[config.mk]
export PLATFORM = sky130hd
export DESIGN_NAME = aes_round_ctrl
export DESIGN_NICKNAME = d
export VERILOG_FILES = /design/src/rtl/aes_pkg.sv /design/src/rtl/aes_subround_cnt.sv /design/src/rtl/aes_round_ctrl.sv
export SDC_FILE = /design/constraint.sdc
export NUM_CORES = 1
export LEC_CHECK = 0
export BUFFER_PORTS_ARGS = -buffer_cell sky130_fd_sc_hd__buf_2
export CAP_MARGIN = 30
export CORE_AREA = 2 2 206 208
export CTS_CLUSTER_DIAMETER = 80
export DETAILED_ROUTE_END_ITERATION = 7
export DIE_AREA = 0 0 208 210
export PLACE_DENSITY = 0.41
export SYNTH_ARGS = -nofsm -noshare
export SYNTH_HDL_FRONTEND = slang
export SYNTH_SLANG_ARGS = --single-unit
export TNS_END_PERCENT = 10
[constraint.sdc]
create_clock -name clk -period 5.4 [get_ports clk]
set_input_delay 0.81 -clock clk [delete_from_list [all_inputs] [get_ports clk]]
set_output_delay 0.81 -clock clk [all_outputs]
set_load 0.03 [all_outputs]
[src/rtl/aes_pkg.sv]
// Shared types, round counts and helpers for the AES round controller.
package aes_pkg;

  typedef enum logic [1:0] {
    AES128 = 2'b00,
    AES192 = 2'b01,
    AES256 = 2'b10
  } aes_mode_t;

  localparam int NR_128 = 10;
  localparam int NR_192 = 12;
  localparam int NR_256 = 14;

  typedef enum logic [2:0] {
    ST_IDLE,
    ST_ARK0,
    ST_KWAIT,
    ST_ROUND,
    ST_DONE
  } aes_ctrl_state_t;

  // Encoding 11 has no AES meaning; it runs as AES256.
  function automatic logic [3:0] nr_of(input logic [1:0] mode);
    case (mode)
      AES128:  nr_of = 4'(NR_128);
      AES192:  nr_of = 4'(NR_192);
      default: nr_of = 4'(NR_256);
    endcase
  endfunction

endpackage

[src/rtl/aes_subround_cnt.sv]
// Sub-round slot counter: counts 0..ROUND_CYCLES-1 while enabled, flags the last slot.
module aes_subround_cnt #(
  parameter int ROUND_CYCLES = 17,
  parameter int RCNT_W       = 5
) (
  input  logic              clk,
  input  logic              reset,
  input  logic              clr,
  input  logic              en,
  output logic [RCNT_W-1:0] cnt,
  output logic              tc
);

  localparam logic [RCNT_W-1:0] TC_VAL = RCNT_W'(ROUND_CYCLES - 1);

  logic [RCNT_W-1:0] cnt_q, cnt_d;

  always_comb begin
    cnt_d = cnt_q;
    if (clr) begin
      cnt_d = '0;
    end else if (en) begin
      cnt_d = (cnt_q == TC_VAL) ? '0 : cnt_q + 1'b1;
    end
  end

  always_ff @(posedge clk or posedge reset) begin
    if (reset) begin
      cnt_q <= '0;
    end else begin
      cnt_q <= cnt_d;
    end
  end

  assign cnt = cnt_q;
  assign tc  = (cnt_q == TC_VAL);

endmodule

[src/rtl/aes_round_ctrl.sv]
// Round sequencer for the byte-serial AES datapath; owns the 128-bit state register.
// Defining AES_ROUND_CTRL_ABORT_EN adds an abort input that drops any block in flight.
//   state | meaning
//   IDLE  | waiting for a block, in_ready high
//   ARK0  | round-0 AddRoundKey, waits for round key 0
//   KWAIT | first slot of rounds 2..Nr; holds at slot 0 until the key is ready
//   ROUND | byte slots plus drain slot, state captured on the last one
//   DONE  | result held on out_data until out_ready
module aes_round_ctrl
  import aes_pkg::*;
#(
  parameter int ROUND_CYCLES = 17,
  parameter int RCNT_W       = 5
) (
  input  logic         clk,
  input  logic         reset,
`ifdef AES_ROUND_CTRL_ABORT_EN
  input  logic         abort,
`endif
  input  logic         in_valid,
  output logic         in_ready,
  input  logic [1:0]   in_mode,
  input  logic [127:0] in_data,
  output logic         out_valid,
  input  logic         out_ready,
  output logic [127:0] out_data,
  input  logic         rk_valid,
  output logic [3:0]   round,
  output logic [1:0]   dp_mode,
  output logic [3:0]   dp_width_sel,
  output logic [127:0] dp_data_in,
  input  logic [127:0] dp_data_out,
  output logic         busy
);

  aes_ctrl_state_t   fsm_q, fsm_d;
  logic [3:0]        round_q, round_d;
  logic [1:0]        mode_q, mode_d;
  logic [127:0]      state_q, state_d;
  logic              cnt_clr, cnt_en, cnt_tc;
  logic [RCNT_W-1:0] sub_cnt;
  logic              abort_w;

`ifdef AES_ROUND_CTRL_ABORT_EN
  assign abort_w = abort;
`else
  assign abort_w = 1'b0;
`endif

  aes_subround_cnt #(
    .ROUND_CYCLES(ROUND_CYCLES),
    .RCNT_W      (RCNT_W)
  ) u_subround_cnt (
    .clk  (clk),
    .reset(reset),
    .clr  (cnt_clr),
    .en   (cnt_en),
    .cnt  (sub_cnt),
    .tc   (cnt_tc)
  );

  always_comb begin
    fsm_d   = fsm_q;
    round_d = round_q;
    mode_d  = mode_q;
    state_d = state_q;
    cnt_clr = 1'b0;
    cnt_en  = 1'b0;

    case (fsm_q)
      ST_IDLE: begin
        if (in_valid) begin
          state_d = in_data;
          mode_d  = in_mode;
          round_d = 4'd0;
          cnt_clr = 1'b1;
          fsm_d   = ST_ARK0;
        end
      end
      ST_ARK0: begin
        if (rk_valid) begin
          state_d = dp_data_out;
          round_d = 4'd1;
          cnt_clr = 1'b1;
          fsm_d   = ST_ROUND;
        end
      end
      // A ready key makes this cycle slot 0 of the round, so no bubble is added.
      ST_KWAIT: begin
        if (rk_valid) begin
          cnt_en = 1'b1;
          fsm_d  = ST_ROUND;
        end
      end
      ST_ROUND: begin
        cnt_en = 1'b1;
        if (cnt_tc) begin
          state_d = dp_data_out;
          if (round_q == nr_of(mode_q)) begin
            fsm_d = ST_DONE;
          end else begin
            round_d = round_q + 4'd1;
            fsm_d   = ST_KWAIT;
          end
        end
      end
      ST_DONE: begin
        if (out_ready) begin
          round_d = 4'd0;
          fsm_d   = ST_IDLE;
        end
      end
      default: fsm_d = ST_IDLE;
    endcase

    if (abort_w && (fsm_q != ST_IDLE)) begin
      fsm_d   = ST_IDLE;
      state_d = '0;
      round_d = 4'd0;
      cnt_clr = 1'b1;
    end
  end

  always_ff @(posedge clk or posedge reset) begin
    if (reset) begin
      fsm_q   <= ST_IDLE;
      round_q <= 4'd0;
      mode_q  <= 2'b00;
      state_q <= '0;
    end else begin
      fsm_q   <= fsm_d;
      round_q <= round_d;
      mode_q  <= mode_d;
      state_q <= state_d;
    end
  end

  assign in_ready     = (fsm_q == ST_IDLE);
  assign out_valid    = (fsm_q == ST_DONE);
  assign busy         = (fsm_q != ST_IDLE);
  assign round        = round_q;
  assign dp_mode      = mode_q;
  assign dp_data_in   = state_q;
  assign out_data     = state_q;
  // Drain slot (and any slot past 15) selects byte 0.
  assign dp_width_sel = (sub_cnt > RCNT_W'(15)) ? 4'd0 : sub_cnt[3:0];

endmodule

==> summary.md <==
| Metric | Value |
|---|---|
| Placed Cells | 1699 |
| Post-Syn Instances | between 800 and 900 |
| Largest net degree at the start of global routing | 129 |
| R2R Setup Slk | about 2.4 ns |
| Antenna Nets Post-Route | 0 |
| RSZ-0062 raised after global routing | no |
| Drt wl/cell | between 15 and 20 um |
| Met3 routed WL | 2010 um |
| Clk pwr share | 0.156 |
| DP Wirelength | a little over 20000 um |
| Die area | 0.0437 mm^2 |
| CTS buffer count | 17 |
| GPL Wtd Cong | around 0.73 |
| R2r startpoint | fsm_q[2]$_DFFE_PP0P_ |
| Max Cap Viol | 0 |
| Layout Nets | around 1400 |
| Layout filler cell count | 4514 |
| TritonRoute pass-1 iters | 5 |
| CTS tree | built |
| WL met1 | 12000 um |
| Vias per cell | ~4.4 |
| Synth async-reset ratio | 1.00 |
| Root buffer cell | clkbuf_16 |
| NetSw | approximately 0.0042 W |
| Crit-path cells | clkinv_4 > nand2_4 > buf_12 > mux2i_1 > a31oi_1 |
| CTS resizes | 0 |
| Yosys reg bits | between 100 and 150 |
| Fin crit period | a little over 3 ns |
| DRT iter0 DRCs | between 500 and 600 |
| Slew margin rel. | 0.357 |
| Hold WC Path Type | in -> async |
| Chip width | between 200 and 250 um |
| DRC | 0 |
| Synth Net Count | approximately 1100 |
| WP data required | 5.66 ns |
| Part of the cycle the worst path needs | 0.563 |
| Met2 WL | ~14000 um |
| Crit-path max cell delay | between 0.6 and 0.7 ns |
| Skew final | about 0.0095 ns |
| Final hold violations | 0 |
| Switching part of the total | 0.530 |
| Clk slew on worst S/H paths | ~0.060 ns |
| Leakage | around 5.8 nW |
| EDFF count, synth | 0 |
| Gate power share | 0.578 |
| Slowest CP cell | nand2_4 |
| Seq/Total Area, Yosys | 0.433 |
| Routed WL | about 28000 um |
| IO Count | ~530 |
| Setup Total Neg Slack | 0 ns |
| Clock Sinks | 142 |
| Status | finished, final reports clean |
| Area Growth Syn to Fin | 33.8% |
| Post-Layout Cell Count | 1732 |
| R2R depth | 5 |
| Post-CTS setup buffer count | 0 |
| Dominant synthesized flop cell | dfrtp_1 |
| Final setup violation count | 0 |
| Layout cells sized above 1 | 0.486 |
| First-pass GRT wire length | around 43000 um |
| Via count | about 7600 |
| Internal Power | 0.00374 W |
| Gr usage total | 0.125 |
| Initial Utilization | 0.198 |
| Worst path buffer plus inverter count | 2 |
| Yosys warnings | 0 |
| Slew @ Worst Pin | ~0.96 ns |
| Seq pwr share | 0.266 |
| Critical Path AT | around 3.3 ns |
| Power Density | 726 mW/mm^2 |
| Startpoint types | flip-flop |
| Row count | 75 |
| Worst-path fanout max | 67 |
| Worst-skew pair later-pin latency | approximately 0.44 ns |
| Die Height | 210 um |
| Top Layer Used | met5 |
| Bufs on Longest Clock Path | 2 |
| Cts hold-fix bufs | 0 |
| Initial antenna violation count | 2 |
| Syn Area/Cell | approximately 10 um^2 |
| Worst VDD drop | between 0.2 and 0.3 mV |
| Vias in the first global route | approximately 7100 |
| Crit path max-delay family | buffers and inverters |
| Critical path class | reg -> reg |
| H-Tree Depth | 4 |
| Final Max Tran Viols | 0 |
| Unique cell type count in the Yosys netlist | 47 |
| Mapped cell area | approximately 0.0082 mm^2 |
| Congestion Overflow GR | 0 |
| Core area | between 0.04 and 0.05 mm^2 |
| Worst setup EP type | flip-flop |
| Number of I/O port buffers | ~530 |
| Max Fclk | between 0.3 and 0.4 GHz |
| Core Util, Final | 0.265 |
| Reg2reg end | dp_data_in[45]$_DFFE_PP0P_ |
-- power by group through the flow --
stage,Sequential (W),Clock [W],Combinational [W]
finish,0.00212,0.00124,0.00461
global route,0.00220,0.00134,0.00491
CTS,0.00214,0.00130,0.00466
detailed placement,0.00214,0,0.00466
global placement,0.00214,0,0.00466
floorplan,0.00298,0,0.00297
-- cells by family (layout without fill, tap and decap cells) --
kind of cell / count (synthesis) / count (layout) / synth area share
buffers and inverters: 216 / 583 / 0.164
multiplexers: 130 / 130 / 0.159
AND/OR/NAND/NOR: 46 / 46 / 0.0357
AO/OA/AOI/OAI: 287 / 287 / 0.203
adder cells (fa/ha/maj): 4 / 4 / 0.00610
other: 0 / 1 / 0
flip-flops: 142 / 142 / 0.433
-- worst max path at each step --
stage                                    start                    endpoint  slack, ns  cells past startpoint
after detailed placement  fsm_q[2]$_DFFE_PP0P_  dp_data_in[47]$_DFFE_PP0P_       2.35                      5
after global placement    fsm_q[2]$_DFFE_PP0P_  dp_data_in[45]$_DFFE_PP0P_       2.36                      5
final                     fsm_q[2]$_DFFE_PP0P_  dp_data_in[45]$_DFFE_PP0P_       2.36                      5
after global routing      fsm_q[2]$_DFFE_PP0P_  dp_data_in[47]$_DFFE_PP0P_       2.09                      5
after floorplan                          reset   dp_data_in[0]$_DFFE_PP0P_       0.78                      1
after CTS                 fsm_q[2]$_DFFE_PP0P_  dp_data_in[47]$_DFFE_PP0P_       2.32                      5
-- Yosys cell counts, drive strengths merged (4+ instances only) --
cell | instances | area [um^2]
nand3 | 4 | 20.0
nand2 | 11 | 41.3
buf | 170 | 1180
o21ai | 8 | 40.0
dfrtp | 142 | 3550
inv | 13 | 48.8
clkbuf | 33 | 124
a31oi | 129 | 807
nor3 | 5 | 25.0
ha | 4 | 50.1
mux2i | 129 | 1290
nor3b | 4 | 35.0
a21oi | 130 | 651
-- worst register-to-register path: stages, from the launching register on --
cell,delay (ns)
dfrtp_1,0.63
clkinv_4,0.51
nand2_4,0.69
buf_12,0.44
mux2i_1,0.48
a31oi_1,0.11
-- layout make-up --
type / instances / area (um^2) / area share
Inverter: 13 / 58.8 / 0.00535
Sequential cell: 142 / 3550 / 0.323
Timing Repair Buffer: 538 / 2760 / 0.251
Clock buffer: 20 / 447 / 0.0407
Tap cell: 539 / 674 / 0.0614
Multi-Input combinational cell: 467 / 3330 / 0.303
Antenna cell: 1 / 2.50 / 0.000228
Clock inverter: 12 / 159 / 0.0145
-- sequential cells by signal, summed over array words and instances, names as in the netlist --
| signal | cells |
|---|---|
| dp_data_in | 128 |
| u_subround_cnt.cnt | 5 |
| round | 4 |
| fsm_q | 3 |
| dp_mode | 2 |
-- layout by cell type, fill, tap and decap left out, types with 4 or more instances in the layout --
cell       Yosys  routed
a21oi_1      130     130
a31oi_1      129     129
buf_12         0       4
buf_2         40     531
clkbuf_16      0      17
dfrtp_1      142     142
ha_1           4       4
inv_1         12      11
inv_6          0       4
mux2i_1      129     129
nand2_1       11      10
nand3_1        4       4
nor3_1         5       5
o21ai_1        5       5
-- per-stage QoR --
| stage | hold slack, ns | setup WS, ns | total power [W] | area (um^2) |
|---|---|---|---|---|
| 2_1_floorplan | 0.491 | 0.780 | 0.00596 | 8210 |
| 3_3_place_gp | 0.544 | 2.36 | 0.00680 | 10400 |
| 3_5_place_dp | 0.550 | 2.35 | 0.00680 | 10400 |
| 4_1_cts | 0.485 | 2.32 | 0.00809 | 11000 |
| 5_1_grt | 0.495 | 2.09 | 0.00845 | 11000 |
| 6_report | 0.445 | 2.36 | 0.00797 | 11000 |
-- per-layer routing --
metal  GRT usage  vias to the layer above
met5           0                        -
met4      0.0404                        2
met3      0.0326                       18
met2       0.209                      345
met1       0.157                     3586
li1            -                     3631
(Power assumes the default switching activity.)
